## src/rtl/prng_pkg.sv

```systemverilog
// Shared types and constants for the bounded pseudo-random draw source.
// Holds the FSM encoding, tap masks known to be maximal-length, and the tries-counter width.
package prng_pkg;

    typedef enum logic [0:0] {
        PRNG_IDLE = 1'b0,
        PRNG_DRAW = 1'b1
    } prng_state_e;

    localparam int          PRNG_WIDTH_9  = 9;
    localparam logic [8:0]  PRNG_TAPS_9   = 9'h110;
    localparam int          PRNG_WIDTH_16 = 16;
    localparam logic [15:0] PRNG_TAPS_16  = 16'hB400;
    localparam int          PRNG_WIDTH_32 = 32;
    localparam logic [31:0] PRNG_TAPS_32  = 32'h8020_0003;

    localparam int PRNG_TRIES_W = 4;

endpackage

```

## src/rtl/prng_range_if.sv

```systemverilog
// Request/valid bundle between a random-number consumer (master) and prng_range (slave).
// The consumer owns req and the seed inputs; the source returns busy/valid/value plus the raw LFSR state.
interface prng_range_if #(
    parameter int WIDTH = 16,
    parameter int OUT_W = 10
);
    logic             seed_load;
    logic [WIDTH-1:0] seed_in;
    logic             req;
    logic             busy;
    logic             valid;
    logic [OUT_W-1:0] value;
    logic [WIDTH-1:0] raw;

    modport master (
        output seed_load, seed_in, req,
        input  busy, valid, value, raw
    );

    modport slave (
        input  seed_load, seed_in, req,
        output busy, valid, value, raw
    );
endinterface

```

## src/rtl/prng_range_lfsr_core.sv

```systemverilog
// Free-running Fibonacci XNOR LFSR; steps every cycle, load overrides the step.
// The all-ones state (the XNOR lock-up) switches feedback to XOR so the register always escapes.
module lfsr_core #(
    parameter int               WIDTH = 16,
    parameter logic [WIDTH-1:0] TAPS  = 16'hB400
) (
    input  logic             Clk,
    input  logic             Reset,
    input  logic             load,
    input  logic [WIDTH-1:0] load_val,
    output logic [WIDTH-1:0] state
);
    logic [WIDTH-1:0] state_q;
    logic [WIDTH-1:0] state_d;
    logic [WIDTH-1:0] masked;
    logic             fb;

    always_comb begin
        masked  = state_q & TAPS;
        fb      = (&state_q) ? (^masked) : ~(^masked);
        state_d = {state_q[WIDTH-2:0], fb};
        if (load) begin
            state_d = load_val;
        end
    end

    always_ff @(posedge Clk) begin
        if (Reset) begin
            state_q <= '0;
        end else begin
            state_q <= state_d;
        end
    end

    assign state = state_q;

endmodule

```

## src/rtl/prng_range.sv

```systemverilog
// Bounded random draw: LFSR sample rejected while >= RANGE, folded by -RANGE on the last try; valid 2..MAX_TRIES+1 cycles after req.
// req is only taken in IDLE (one draw in flight, no queueing); runtime seeding exists only when PRNG_SEED_LOAD_EN is defined.
module prng_range
    import prng_pkg::*;
#(
    parameter int               WIDTH     = 16,
    parameter logic [WIDTH-1:0] TAPS      = PRNG_TAPS_16,
    parameter int               RANGE     = 640,
    parameter int               OUT_W     = 10,
    parameter int               MAX_TRIES = 8
) (
    input  logic       Clk,
    input  logic       Reset,
    prng_range_if.slave bus
);
    localparam logic [OUT_W:0]        RANGE_W  = (OUT_W+1)'(RANGE);
    localparam logic [PRNG_TRIES_W-1:0] LAST_TRY = PRNG_TRIES_W'(MAX_TRIES - 1);

    logic             lfsr_load;
    logic [WIDTH-1:0] lfsr_load_val;
    logic [WIDTH-1:0] lfsr_state;

`ifdef PRNG_SEED_LOAD_EN
    assign lfsr_load     = bus.seed_load;
    assign lfsr_load_val = bus.seed_in;
`else
    logic unused_seed;
    assign unused_seed   = ^{bus.seed_load, bus.seed_in};
    assign lfsr_load     = 1'b0;
    assign lfsr_load_val = '0;
`endif

    lfsr_core #(
        .WIDTH (WIDTH),
        .TAPS  (TAPS)
    ) u_lfsr (
        .Clk      (Clk),
        .Reset    (Reset),
        .load     (lfsr_load),
        .load_val (lfsr_load_val),
        .state    (lfsr_state)
    );

    prng_state_e            state_q, state_d;
    logic [PRNG_TRIES_W-1:0] tries_q, tries_d;
    logic                   valid_q, valid_d;
    logic [OUT_W-1:0]       value_q, value_d;

    logic [OUT_W-1:0] sample;
    logic             in_range;
    logic [OUT_W-1:0] folded;

    // Fold is exact: RANGE > 2^(OUT_W-1) keeps sample-RANGE below RANGE.
    assign sample   = lfsr_state[OUT_W-1:0];
    assign in_range = {1'b0, sample} < RANGE_W;
    assign folded   = sample - RANGE_W[OUT_W-1:0];

    always_comb begin
        state_d = state_q;
        tries_d = tries_q;
        valid_d = 1'b0;
        value_d = value_q;
        case (state_q)
            PRNG_IDLE: begin
                if (bus.req) begin
                    state_d = PRNG_DRAW;
                    tries_d = '0;
                end
            end
            PRNG_DRAW: begin
                if (in_range) begin
                    value_d = sample;
                    valid_d = 1'b1;
                    state_d = PRNG_IDLE;
                end else if (tries_q == LAST_TRY) begin
                    value_d = folded;
                    valid_d = 1'b1;
                    state_d = PRNG_IDLE;
                end else begin
                    tries_d = tries_q + 1'b1;
                end
            end
            default: state_d = PRNG_IDLE;
        endcase
    end

    always_ff @(posedge Clk) begin
        if (Reset) begin
            state_q <= PRNG_IDLE;
            tries_q <= '0;
            valid_q <= 1'b0;
            value_q <= '0;
        end else begin
            state_q <= state_d;
            tries_q <= tries_d;
            valid_q <= valid_d;
            value_q <= value_d;
        end
    end

    assign bus.busy  = (state_q == PRNG_DRAW);
    assign bus.valid = valid_q;
    assign bus.value = value_q;
    assign bus.raw   = lfsr_state;

endmodule

```

## src/flat_wrapper.sv

```systemverilog
// flat-port wrapper written by rule: the top's interface ports become plain ports
module prng_range_flat import prng_pkg::*;
#(
    parameter int               WIDTH     = 16,
    parameter logic [WIDTH-1:0] TAPS      = PRNG_TAPS_16,
    parameter int               RANGE     = 640,
    parameter int               OUT_W     = 10,
    parameter int               MAX_TRIES = 8
)
  (Clk, Reset, bus_seed_load, bus_seed_in, bus_req, bus_busy, bus_valid, bus_value, bus_raw);
  prng_range_if #(.WIDTH(WIDTH), .OUT_W(OUT_W)) bus_i ();
  input  logic Clk;
  input  logic Reset;
  input wire logic [$bits(bus_i.seed_load)-1:0] bus_seed_load;
  input wire logic [$bits(bus_i.seed_in)-1:0] bus_seed_in;
  input wire logic [$bits(bus_i.req)-1:0] bus_req;
  output wire logic [$bits(bus_i.busy)-1:0] bus_busy;
  output wire logic [$bits(bus_i.valid)-1:0] bus_valid;
  output wire logic [$bits(bus_i.value)-1:0] bus_value;
  output wire logic [$bits(bus_i.raw)-1:0] bus_raw;
  assign bus_i.seed_load = bus_seed_load;
  assign bus_i.seed_in = bus_seed_in;
  assign bus_i.req = bus_req;
  assign bus_busy = bus_i.busy;
  assign bus_valid = bus_i.valid;
  assign bus_value = bus_i.value;
  assign bus_raw = bus_i.raw;
  prng_range #(.WIDTH(WIDTH), .TAPS(TAPS), .RANGE(RANGE), .OUT_W(OUT_W), .MAX_TRIES(MAX_TRIES)) u_core (.Clk(Clk), .Reset(Reset), .bus(bus_i));
endmodule
```

## config.mk

```make
export PLATFORM = sky130hd
export DESIGN_NAME = prng_range_flat
export DESIGN_NICKNAME = d
export VERILOG_FILES = /design/src/rtl/prng_pkg.sv /design/src/rtl/prng_range_if.sv /design/src/rtl/prng_range_lfsr_core.sv /design/src/rtl/prng_range.sv /design/src/flat_wrapper.sv
export SDC_FILE = /design/constraint.sdc
export NUM_CORES = 1
export LEC_CHECK = 0
export CORE_MARGIN = 2
export CORE_UTILIZATION = 45
export CTS_CLUSTER_SIZE = 10
export DETAILED_ROUTE_END_ITERATION = 6
export PLACE_DENSITY = 0.83
export SETUP_SLACK_MARGIN = 0.3
export SYNTH_ARGS = -nofsm -noshare
export SYNTH_HDL_FRONTEND = slang
export SYNTH_SLANG_ARGS = --single-unit
```

## constraint.sdc

```tcl
create_clock -name Clk -period 3.7 [get_ports Clk]
set_input_delay 0.37 -clock Clk [delete_from_list [all_inputs] [get_ports Clk]]
set_output_delay 0.37 -clock Clk [all_outputs]
set_load 0.02 [all_outputs]
```

-- After elaboration in Yosys (flattened, before gate mapping)
Index checks and enable logic that the tools add are counted.
- register bits: 32
- latch bits: 0
- RAM bits: 0
- bits in read-only memories: 0
- input port bits: 20
- output and inout port bits: 28
- memories: 0
- $add $sub $neg: 2
- multiply operators: 0
- div/mod/pow operators: 0
- $lt $le $gt $ge: 1
- eq/ne operators: 4
- shift-type cells: 0
- multiplexer cells: 13
- bitwise gates (word level): 2
- reduce and logical (&&, ||, !) cells: 6
- operators by type and width (operator ; number):
    $mux 10 ; 2
    $reduce_and 16->1 ; 1
    $reduce_xor 16->1 ; 1
    $mux 4 ; 3
    $lt 10x10->1 const B ; 1
    $sub 10x10->10 const B ; 1
    $pmux 4 s2 ; 1
    $mux 1 ; 6
    $ne 2x2->1 const B ; 3
    $add 4x1->4 const B ; 1
    $eq 4x3->1 const B ; 1
    $reduce_and 3->1 ; 1
    $not 1->1 ; 2
    $pmux 1 s2 ; 1
    $reduce_and 2->1 ; 1
    $reduce_bool 2->1 ; 1
    $reduce_or 2->1 ; 1

-- Depth between registers and ports, before layout
Gate-level depths: netlist of run 1.
- depth after elaboration: 4
- depth in mapped cells: 6

-- By module
From an unflattened synthesis of run 1, not the netlist that was laid out.
- cells, all modules: 143
- area, all modules: 1390.1 µm²
- by module, submodules not included (module ; times used ; cells each ; area an instance (µm²)):
    prng_range ; 1 ; 82 ; 750.7
    lfsr_core ; 1 ; 61 ; 639.4

-- Worst setup path before layout of run 1
OpenSTA, ideal clock, no wires.
- path type: register to register
- start: register u_core.u_lfsr.state_q[9] (netlist: u_core.u_lfsr.state[9])
- end: register u_core.value_q[3] (netlist: u_core.bus.value[3])
- library setup time: 0.128 ns
- arrival time: 1.348 ns
- required time: 3.572 ns
- slack: 2.224 ns
- stages on the path, launching flop included: 6
- path buffers: 1
- period minus slack after synthesis: 1.476 ns
- path through: dfxtp_1 o21ai_2 o21ai_4 buf_8 mux2i_1 nor2_1
- cells in the longest elaborated chain, start to end: 3
- elaborated cells on any way between the ends: 4
- ends and longest elaborated chain (item ; RTL line ; source):
    start: declaration ; prng_range_lfsr_core.sv:13 ; logic [WIDTH-1:0] state_q;
    start signal: assignment ; prng_range_lfsr_core.sv:31 ; state_q <= state_d;
    $lt 10x10->1 * ; prng_range.sv:55 ; assign in_range = {1'b0, sample} < RANGE_W;
    $reduce_bool 2->1 (no source line) ; -- ;
    $reduce_and 2->1 (no source line) ; -- ;
    end signal: assignment ; prng_range.sv:97 ; value_q <= value_d;
    end: declaration ; prng_range.sv:47 ; logic [OUT_W-1:0] value_q, value_d;
Mark *: on every way between the ends. The rest lies on a longest branch, timed or not.
A chain may end at the register's enable or synchronous reset.

-- Final worst setup path of run 1
- start: register u_core.state_q (netlist: u_core.bus.busy)
- end: output port bus_busy
- RTL lines (item ; RTL line ; source):
    start: declaration ; prng_range.sv:44 ; prng_state_e state_q, state_d;
    start signal: assignment ; prng_range.sv:94 ; state_q <= state_d;
    end: declaration ; flat_wrapper.sv:17 ; output wire logic [$bits(bus_i.busy)-1:0] bus_busy;
No word-level cell between the ends.

==> results of run 1 <==
==> power by group through the flow <==
stage               clock network, mW  logic [mW]  registers, mW
detailed placement                  0      0.0400          0.363
CTS                             0.307      0.0402          0.356
global placement                    0      0.0390          0.363
floorplan                           0      0.0219          0.367
finish                          0.298      0.0398          0.355
global route                    0.323      0.0427          0.357
==> flip-flops by register name, indices dropped and copies added, names as in the netlist <==
name,cells
u_core.u_lfsr.state,16
u_core.bus.value,10
u_core.tries_q,4
u_core.bus.busy,1
u_core.bus.valid,1
==> layout make-up <==
type | instances | area [um2]
timing repair buffer | 30 | 300.3
inverter | 3 | 11.26
fill | 199 | 900.9
sequential | 32 | 640.6
multi-input combinational | 80 | 514.2
tap | 30 | 37.54
clock buffer | 7 | 65.06
clock inverter | 1 | 30.03
==> synthesized netlist by cell type <==
cell,count,area (um2)
a211o_1,1,8.760
o21ai_0,3,15.01
a311oi_1,1,8.760
nor2b_1,14,87.58
mux2i_1,8,80.08
nand3b_1,2,15.01
nor4_1,1,6.260
xnor2_1,2,17.52
nand3_1,3,15.01
nor2_1,16,60.06
o21ai_2,1,8.760
inv_1,3,11.26
and3b_1,1,8.760
o21ai_4,1,16.27
nor3_1,2,10.01
nand2_1,5,18.77
a21o_1,1,7.510
clkbuf_1,4,15.01
xor2_1,1,8.760
a21bo_2,1,10.01
dfxtp_1,32,640.6
nand4_1,3,18.77
buf_8,1,15.01
o31a_1,1,8.760
ha_1,3,37.54
a21oi_1,8,40.04
or2_2,1,6.260
==> per-layer routing <==
| metal | global-route usage, % | vias up | part of all wire [%] |
|---|---|---|---|
| li1 | - | 474 | - |
| met1 | 21.12 | 447 | 42 |
| met2 | 28.74 | 29 | 48 |
| met3 | 8.899 | 5 | 8.3 |
| met4 | 8.711 | 0 | 1.4 |
| met5 | 0 | - | 0 |
==> kinds of logic (layout without fill, tap and decap cells) <==
logic type | after synthesis | after routing
simple gates | 48 | 48
flops | 32 | 32
compound gates | 18 | 18
mux | 8 | 8
buf+inv | 8 | 41
fa+ha+maj | 3 | 3
xor+xnor | 3 | 3
==> metrics by stage <==
stage | util, % | std cells | hold WS (ps) | cell area, um2 | total power, mW
2_1_floorplan | - | 120 | 441.6 | 1196 | 0.3890
3_3_place_gp | 60.16 | 175 | 443.0 | 1504 | 0.4022
3_5_place_dp | 60.16 | 175 | 444.1 | 1504 | 0.4035
4_1_cts | 63.96 | 183 | 459.6 | 1599 | 0.7027
5_1_grt | 63.96 | 183 | 499.8 | 1599 | 0.7226
6_report | 63.96 | 183 | 456.1 | 1599 | 0.6936
==> path summary, 6_finish.rpt <==
path	startpoint	end	depth (start not counted)
worst min register to register	u_core.bus.value[9]	u_core.bus.value[9]	2
worst max-delay path	u_core.bus.busy	bus_busy	1
worst min-delay path	u_core.bus.value[9]	u_core.bus.value[9]	2
worst max register to register	u_core.tries_q[0]	u_core.bus.value[5]	5
==> results.py, run 1 <==
metrics = {
    "clocking": {
        "clock-root-buffer": "clkbuf_4",
        "cts_buffers": 5,
        "clock_path_buffers": 2,
        "ctsHoldBuffers": 0,
        "cts-htree-levels": 2,
        "cts_resized": 0,
        "postCtsSetupBuffers": 0,
        "clk_transition_reported_paths_ps": 100,
        "clk_latency_ps": 340,
        "cts_sinks": 32,
        "cts_tree": "done",
    },
    "power_and_ir_drop": {
        "p_sw_share_pct": 21.24,
        "p_sw_uw": 147.3,
        "p_int_uw": 546.3,
        "combPwrFrac_pct": 5.7,
        "leakage_nw": 0.6244,
        "vdd_ir_drop_max_mv": 0.3506,
        "power_frac_seq_pct": 51.3,
        "power_density_mw_per_mm2": 433.7,
        "clkPwrFrac_pct": 43.0,
    },
    "yosys": {
        "ys_ff_latch": 32,
        "ys_types": 27,
        "synth_area_mm2": 0.001196,
        "ys_seq_area_share_pct": 53.56,
        "yosys_warnings": 0,
        "synth_top_family_by_area": "simple AND/OR/NAND/NOR gates",
        "avgSynthCellArea_um2": 9.968,
        "synth_compound_area_share_pct": 10.36,
        "synth.net_count": 143,
        "synth_xor_area_share_pct": 2.197,
        "synth_mux_area_share_pct": 6.695,
        "synthSimpleGateAreaFrac_pct": 20.61,
        "syn_inst": 120,
        "synthAdderAreaFrac_pct": 3.138,
    },
    "sta": {
        "slew_headroom_pct": 26.54,
        "clock_skew_ps": 11.09,
        "final.min_clock_period_ps": 1927,
        "hold_violations": 0,
        "finalSetupViolations": 0,
        "finalMaxSlewViolations": 0,
        "fmax_ghz": 0.5188,
        "fin_crit_sh_pct": 52.09,
        "tightest_slew_ps": 1098,
        "rsz0062_at_grt": "false",
        "setup_ws_ps": 1773,
        "fin_tns_setup_ps": 0,
    },
    "critical_path": {
        "critPathSlowestCell": "clkdlybuf4s50_1",
        "worstPathRequired_ps": 3330,
        "critPathCaptureType": "output pin",
        "critPathKind": "register to output pin",
        "crit_path_max_fanout": 9,
        "crit_arrival_ps": 1560,
        "start_kind": "register",
        "crit_family": "buffers and inverters",
        "reg2reg_slack_ps": 1980,
        "slowest_delay_ps": 680,
        "worstPathCellList": "clkdlybuf4s50_1",
        "cp_num_buf_inv": 1,
    },
    "status": {
        "status": "finished clean",
    },
    "floorplan": {
        "num_io_pins": 48,
        "num_rows": 18,
        "initial_utilization_pct": 47.85,
        "design.die.area_mm2": 0.003086,
        "fp.coreArea_mm2": 0.002500,
        "die_h_um": 55.56,
        "die_x_um": 55.56,
    },
    "finish": {
        "layout.cells.most_common": "dfxtp_1",
        "diodes": 0,
        "nets": 175,
        "mostFrequentLayoutCells": "dfxtp_1, clkdlybuf4s50_1, nor2_1",
        "area_growth_pct": 33.68,
        "drive_above_1_share_pct": 7.843,
    },
    "detailed_routing": {
        "vias_per_cell": 5.219,
        "postRouteAntennaNets": 0,
        "drt_iter0_markers": 8,
        "wire_per_inst_um": 13.83,
        "wirelength_um": 2531,
        "firstDrtPassIters": 4,
        "drc": 0,
        "vias": 955,
    },
    "global_route": {
        "grt_use_total_pct": 18.43,
        "grt_pass1_wl_um": 4298,
        "grt.overflow.total": 0,
        "antenna_found_initial": 0,
        "grt_pass1_vias": 933,
        "grt_start_max_net_pins": 33,
    },
    "placed_design": {
        "portBuffers": 30,
        "dpl_worst_slack_ps": 1774,
        "gp_congestion": 0.7380,
        "dp_hpwl_um": 1668,
    },
    "min_path": {
        "hold_class": "register to register",
    },
    "job": {
        "drv_cap": 0,
    },
}
No activity file was read; power rests on OpenSTA's default activity.
==> run 2: changes to the inputs <==
--- a/config.mk
+++ b/config.mk
@@ -6,10 +6,10 @@
 export NUM_CORES = 1
 export LEC_CHECK = 0
 export CORE_MARGIN = 2
-export CORE_UTILIZATION = 45
+export CORE_UTILIZATION = 38
 export CTS_CLUSTER_SIZE = 10
 export DETAILED_ROUTE_END_ITERATION = 6
-export PLACE_DENSITY = 0.83
+export PLACE_DENSITY = 0.75
 export SETUP_SLACK_MARGIN = 0.3
 export SYNTH_ARGS = -nofsm -noshare
 export SYNTH_HDL_FRONTEND = slang
==> constraint.sdc (replaced) <==
create_clock -name Clk -period 1.76 [get_ports Clk]
set_input_delay 0.176 -clock Clk [delete_from_list [all_inputs] [get_ports Clk]]
set_output_delay 0.176 -clock Clk [all_outputs]
set_load 0.02 [all_outputs]
==> run 2 against run 1 <==
  * Clock skew down 5.0 ps
  * Highest routed layer unchanged
  * Largest power group unchanged
  * Largest cell class unchanged
  * Wire length is 0.40% higher
  * Utilization down 10 points
  * Clock-buffer cell count increased by 1
  * Combinational power rose by 130%
  * Register-to-register slack worse by 1700 ps
  * Via count is 3.4% higher
  * Die area up 17%
  * Sequential cell count did not move
  * Power is 85% higher
  * Cell count up 11%
==> results.py, run 2 (synthesis gave the netlist of run 1 again) <==
metrics = {
    "floorplan": {
        "design.die.area_mm2": 0.003613,
        "fp.coreArea_mm2": 0.003028,
        "die_h_um": 60.11,
        "die_x_um": 60.11,
        "initial_utilization_pct": 39.50,
        "num_rows": 20,
        "num_io_pins": 48,
    },
    "sta": {
        "final.min_clock_period_ps": 1458,
        "setup_ws_ps": 302.3,
        "rsz0062_at_grt": "true",
        "finalSetupViolations": 0,
        "clock_skew_ps": 6.132,
        "hold_ws_ps": 463.8,
        "tightest_slew_ps": 297.4,
        "fin_tns_setup_ps": 0,
        "hold_violations": 0,
        "finalMaxSlewViolations": 0,
        "fmax_ghz": 0.6860,
        "slew_headroom_pct": 79.99,
        "fin_crit_sh_pct": 82.82,
    },
    "min_path": {
        "hold_start": "u_core.bus.value[8]",
        "hold_class": "register to register",
        "min_delay_path_depth": 2,
        "min_to": "u_core.bus.value[8]",
    },
    "detailed_routing": {
        "wirelength_um": 2541,
        "drc": 0,
        "vias_per_cell": 4.862,
        "vias": 987,
        "firstDrtPassIters": 4,
        "wire_per_inst_um": 12.52,
        "drt_iter0_markers": 26,
        "postRouteAntennaNets": 0,
    },
    "clocking": {
        "cts_tree": "done",
        "ctsHoldBuffers": 0,
        "clk_transition_reported_paths_ps": 100,
        "cts_buffers": 5,
        "clk_latency_ps": 340,
        "clock-root-buffer": "clkbuf_4",
        "cts_sinks": 32,
        "cts-htree-levels": 2,
        "clock_path_buffers": 2,
    },
    "critical_path": {
        "start_kind": "register",
        "reg2reg_slack_ps": 300,
        "critPathKind": "register to register",
        "r2r_end": "u_core.bus.value[9]",
        "worstReg2RegStart": "u_core.tries_q[0]",
        "critPathCaptureType": "register",
        "rr_worst_depth": 6,
        "worstPathRequired_ps": 2040,
        "crit_arrival_ps": 1740,
        "crit_path_max_fanout": 4,
    },
    "global_route": {
        "grt_use_total_pct": 15.62,
        "grt_pass1_vias": 890,
        "grt_start_max_net_pins": 18,
        "grt.overflow.total": 0,
        "grt_pass1_wl_um": 4043,
        "antenna_found_initial": 0,
    },
    "power_and_ir_drop": {
        "power_density_mw_per_mm2": 785.7,
        "vdd_ir_drop_max_mv": 0.5478,
        "combPwrFrac_pct": 7.2,
        "p_sw_share_pct": 24.04,
        "clkPwrFrac_pct": 34.5,
        "leakage_nw": 0.7822,
        "p_sw_uw": 308.4,
        "power_frac_seq_pct": 58.3,
        "p_int_uw": 974.6,
    },
    "finish": {
        "drive_above_1_share_pct": 15.09,
        "nets": 181,
        "diodes": 0,
        "layout.cells.most_common": "dfxtp_1",
        "postLayoutCoreUtil_pct": 53.93,
        "mostFrequentLayoutCells": "dfxtp_1, dlygate4sd2_1, nor2_1",
        "largest_reg_flops": 16,
        "area_growth_pct": 36.51,
    },
    "placed_design": {
        "gp_congestion": 0.6807,
        "dpl_worst_slack_ps": 126.2,
        "dp_hpwl_um": 1713,
        "portBuffers": 30,
    },
    "job": {
        "drv_cap": 0,
    },
    "status": {
        "status": "finished clean",
    },
}
-- run 2: what timing repair did --
action / 4_1_cts / 5_1_grt
setup endpoints to repair: 36 / 13
pin swaps: 1 / 0
resized for setup: 28 / 7
setup buffers: 3 / 0
-- run 2: area by class of cell --
type                       instances  area, um2
timing repair buffer              36      321.6
clock buffer                       8      58.81
tap                               44      55.05
sequential                        32      646.9
multi-input combinational         80      539.3
inverter                           3      11.26
fill                             280       1395
-- run 2: worst max-delay path by stage --
stage	to	startpoint	slack (ps)
6_report	u_core.bus.value[9]	u_core.tries_q[0]	300
5_1_grt	u_core.bus.value[6]	u_core.tries_q[0]	250
3_5_place_dp	u_core.bus.value[2]	u_core.tries_q[1]	130
2_1_floorplan	u_core.bus.value[3]	u_core.tries_q[1]	300
4_1_cts	bus_busy	u_core.bus.busy	150
3_3_place_gp	u_core.bus.value[4]	u_core.tries_q[1]	190
-- run 2: power by group through the flow --
stage          logic, mW  clock network, mW  registers, mW
2_1_floorplan     0.0460                  0          0.772
5_1_grt            0.100              0.492          0.750
4_1_cts           0.0933              0.457          0.748
3_5_place_dp      0.0896                  0          0.765
6_report          0.0930              0.443          0.747
3_3_place_gp      0.0880                  0          0.764
-- run 2: metal layers --
| layer | vias to the layer above | wire length (um) | track usage [%] | share of wire (%) |
|---|---|---|---|---|
| li1 | 480 | - | - | - |
| met1 | 463 | 1153 | 20.27 | 45 |
| met2 | 41 | 1164 | 22.05 | 46 |
| met3 | 3 | 184 | 7.359 | 7.2 |
| met4 | 0 | 40 | 6.667 | 1.6 |
| met5 | - | 0 | 0 | 0 |
-- run 2: through the flow --
step / area [um2] / instances / power, mW
global route: 1633 / 203 / 1.342
CTS: 1604 / 203 / 1.299
finish: 1633 / 203 / 1.283
floorplan: 1202 / 120 / 0.8178
global placement: 1550 / 192 / 0.8521
detailed placement: 1550 / 192 / 0.8541
-- run 2: critical path, cell delays in order, from the launching register on --
cell	delay, ps
dfxtp_2	380
ha_4	150
and3b_2	220
o21ai_4	70
buf_4	160
or2_2	300
a21oi_2	120
==> run 3: changes to the inputs <==
--- a/config.mk
+++ b/config.mk
@@ -6,10 +6,10 @@
 export NUM_CORES = 1
 export LEC_CHECK = 0
 export CORE_MARGIN = 2
-export CORE_UTILIZATION = 38
+export CORE_UTILIZATION = 42
 export CTS_CLUSTER_SIZE = 10
 export DETAILED_ROUTE_END_ITERATION = 6
-export PLACE_DENSITY = 0.75
+export PLACE_DENSITY = 0.78
 export SETUP_SLACK_MARGIN = 0.3
 export SYNTH_ARGS = -nofsm -noshare
 export SYNTH_HDL_FRONTEND = slang
==> constraint.sdc (replaced) <==
create_clock -name Clk -period 1.45 [get_ports Clk]
set_input_delay 0.145 -clock Clk [delete_from_list [all_inputs] [get_ports Clk]]
set_output_delay 0.145 -clock Clk [all_outputs]
set_load 0.02 [all_outputs]
==> run 3 against run 2 <==
  * Hold slack worse by 7.4 ps
  * Wire length increased by 8.0%
  * Non-clock buffer count grew 4
  * Cell count is 4.4% lower
  * Clock skew down 0.67 ps
  * Clock-buffer cell count shrank 2
  * Combinational power up 31%
  * Via count fell by 0.30%
  * Sequential share of layout area decreased by 0.69 points
  * Register-to-register slack got worse by 280 ps
  * Sequential cell count is the same
==> results.py, run 3 (synthesis gave the netlist of run 1 again) <==
metrics = {
    "finish": {
        "layout.cells.most_common": "dfxtp_1",
        "largest_reg_flops": 16,
        "diodes": 0,
        "area_growth_pct": 42.15,
        "mostFrequentLayoutCells": "dfxtp_1, nor2_1, nor2b_1",
        "nets": 185,
        "final.fill_count": 222,
        "fin_area_mm2": 0.001700,
        "drive_above_1_share_pct": 42.94,
    },
    "detailed_routing": {
        "firstDrtPassIters": 4,
        "wire_per_inst_um": 14.14,
        "drt_iter0_markers": 18,
        "wirelength_um": 2744,
        "vias": 984,
        "postRouteAntennaNets": 0,
        "vias_per_cell": 5.072,
        "drc": 0,
    },
    "sta": {
        "clock_skew_ps": 5.466,
        "rsz0062_at_grt": "true",
        "finalMaxSlewViolations": 0,
        "hold_violations": 0,
        "slew_headroom_pct": 83.15,
        "fmax_ghz": 0.7022,
        "finalSetupViolations": 0,
        "tightest_slew_ps": 251.9,
        "fin_crit_sh_pct": 98.21,
        "setup_ws_ps": 25.93,
        "final.min_clock_period_ps": 1424,
    },
    "clocking": {
        "cts-htree-levels": 2,
        "ctsHoldBuffers": 0,
        "cts_sinks": 32,
        "clk_transition_reported_paths_ps": 100,
        "clk_latency_ps": 330,
        "clock-root-buffer": "clkbuf_4",
        "cts_tree": "done",
        "clock_path_buffers": 2,
        "cts_buffers": 5,
    },
    "global_route": {
        "grt_start_max_net_pins": 33,
        "antenna_found_initial": 0,
        "grt.overflow.total": 0,
        "grt_pass1_vias": 965,
        "grt_pass1_wl_um": 4326,
        "grt_use_total_pct": 17.50,
    },
    "floorplan": {
        "design.die.area_mm2": 0.003291,
        "num_io_pins": 48,
        "initial_utilization_pct": 43.75,
        "die_h_um": 57.37,
        "num_rows": 19,
        "fp.coreArea_mm2": 0.002734,
        "die_x_um": 57.37,
    },
    "critical_path": {
        "worstPathRequired_ps": 1680,
        "critPathCaptureType": "register",
        "crit_arrival_ps": 1660,
        "critPathKind": "register to register",
        "crit_path_max_fanout": 8,
        "start_kind": "register",
    },
    "placed_design": {
        "portBuffers": 30,
        "dpl_worst_slack_ps": -6.412,
        "placed_cell_area_mm2": 0.001598,
        "gp_congestion": 0.7177,
        "dp_hpwl_um": 1667,
    },
    "min_path": {
        "hold_class": "register to register",
    },
    "status": {
        "status": "finished clean",
    },
    "job": {
        "drv_cap": 0,
    },
    "power_and_ir_drop": {
        "power_density_mw_per_mm2": 919.7,
        "vdd_ir_drop_max_mv": 0.9501,
        "leakage_nw": 0.7187,
    },
}
run 3: final timing paths:
path,start,to,slack [ps],depth (start not counted)
setup / recovery,u_core.tries_q[1],u_core.bus.value[5],30,6
hold / removal,u_core.bus.value[9],u_core.bus.value[9],460,2
setup reg to reg,u_core.tries_q[1],u_core.bus.value[5],30,6
hold reg to reg,u_core.bus.value[9],u_core.bus.value[9],460,2
run 3: timing repair:
| action | in CTS | in global routing |
|---|---|---|
| buffers inserted | 3 | 2 |
| gates resized for setup | 81 | 28 |
| endpoints found under the setup margin | 45 | 34 |
| gates cloned | 0 | 1 |
| pin swaps | 3 | 10 |
run 3: report_power, final:
part           internal, mW  total [mW]  leakage (nW)  switching, mW
clock network         0.230       0.536        0.0380          0.305
registers             0.890       0.906         0.266         0.0159
logic                0.0564       0.122         0.415         0.0656
total                  1.18        1.56         0.719          0.387
run 3: stage by stage:
step | TNS (ps) | hold slack (ps) | util, % | instances | power [mW]
final | 0 | 456.4 | 62.20 | 194 | 1.564
after global routing | -172.8 | 489.3 | 62.20 | 194 | 1.625
after CTS | 0 | 458.9 | 61.24 | 191 | 1.565
after detailed placement | -6.412 | 446.2 | 58.44 | 180 | 1.043
after global placement | 0 | 439.5 | 58.44 | 180 | 1.041
after floorplan | 0 | 209.2 | - | 120 | 0.9919
run 3: routing by layer:
layer / vias up / global-route usage [%] / part of all wire (%)
li1: 487 / - / -
met1: 466 / 19.60 / 43
met2: 27 / 29.22 / 50
met3: 4 / 7.483 / 6.1
met4: 0 / 6.977 / 1.4
met5: - / 0 / 0
run 3: cell type report:
| class | instances | area, um2 | share of cell area [%] |
|---|---|---|---|
| clock buffers | 6 | 51.30 | 3.017 |
| clock inverters | 2 | 10.01 | 0.5887 |
| inverters | 3 | 11.26 | 0.6623 |
| multi-input cells | 80 | 585.6 | 34.44 |
| flip-flops and latches | 32 | 661.9 | 38.93 |
| well taps | 31 | 38.79 | 2.281 |
| repair buffers | 40 | 341.6 | 20.09 |
run 3: worst max-delay path, cell delays in order (launching register included):
cell and delay (ps):
dfxtp_2 350, ha_4 160, and3b_2 210, o21ai_4 190
buf_12 170, mux2i_1 200, nor2_1 50
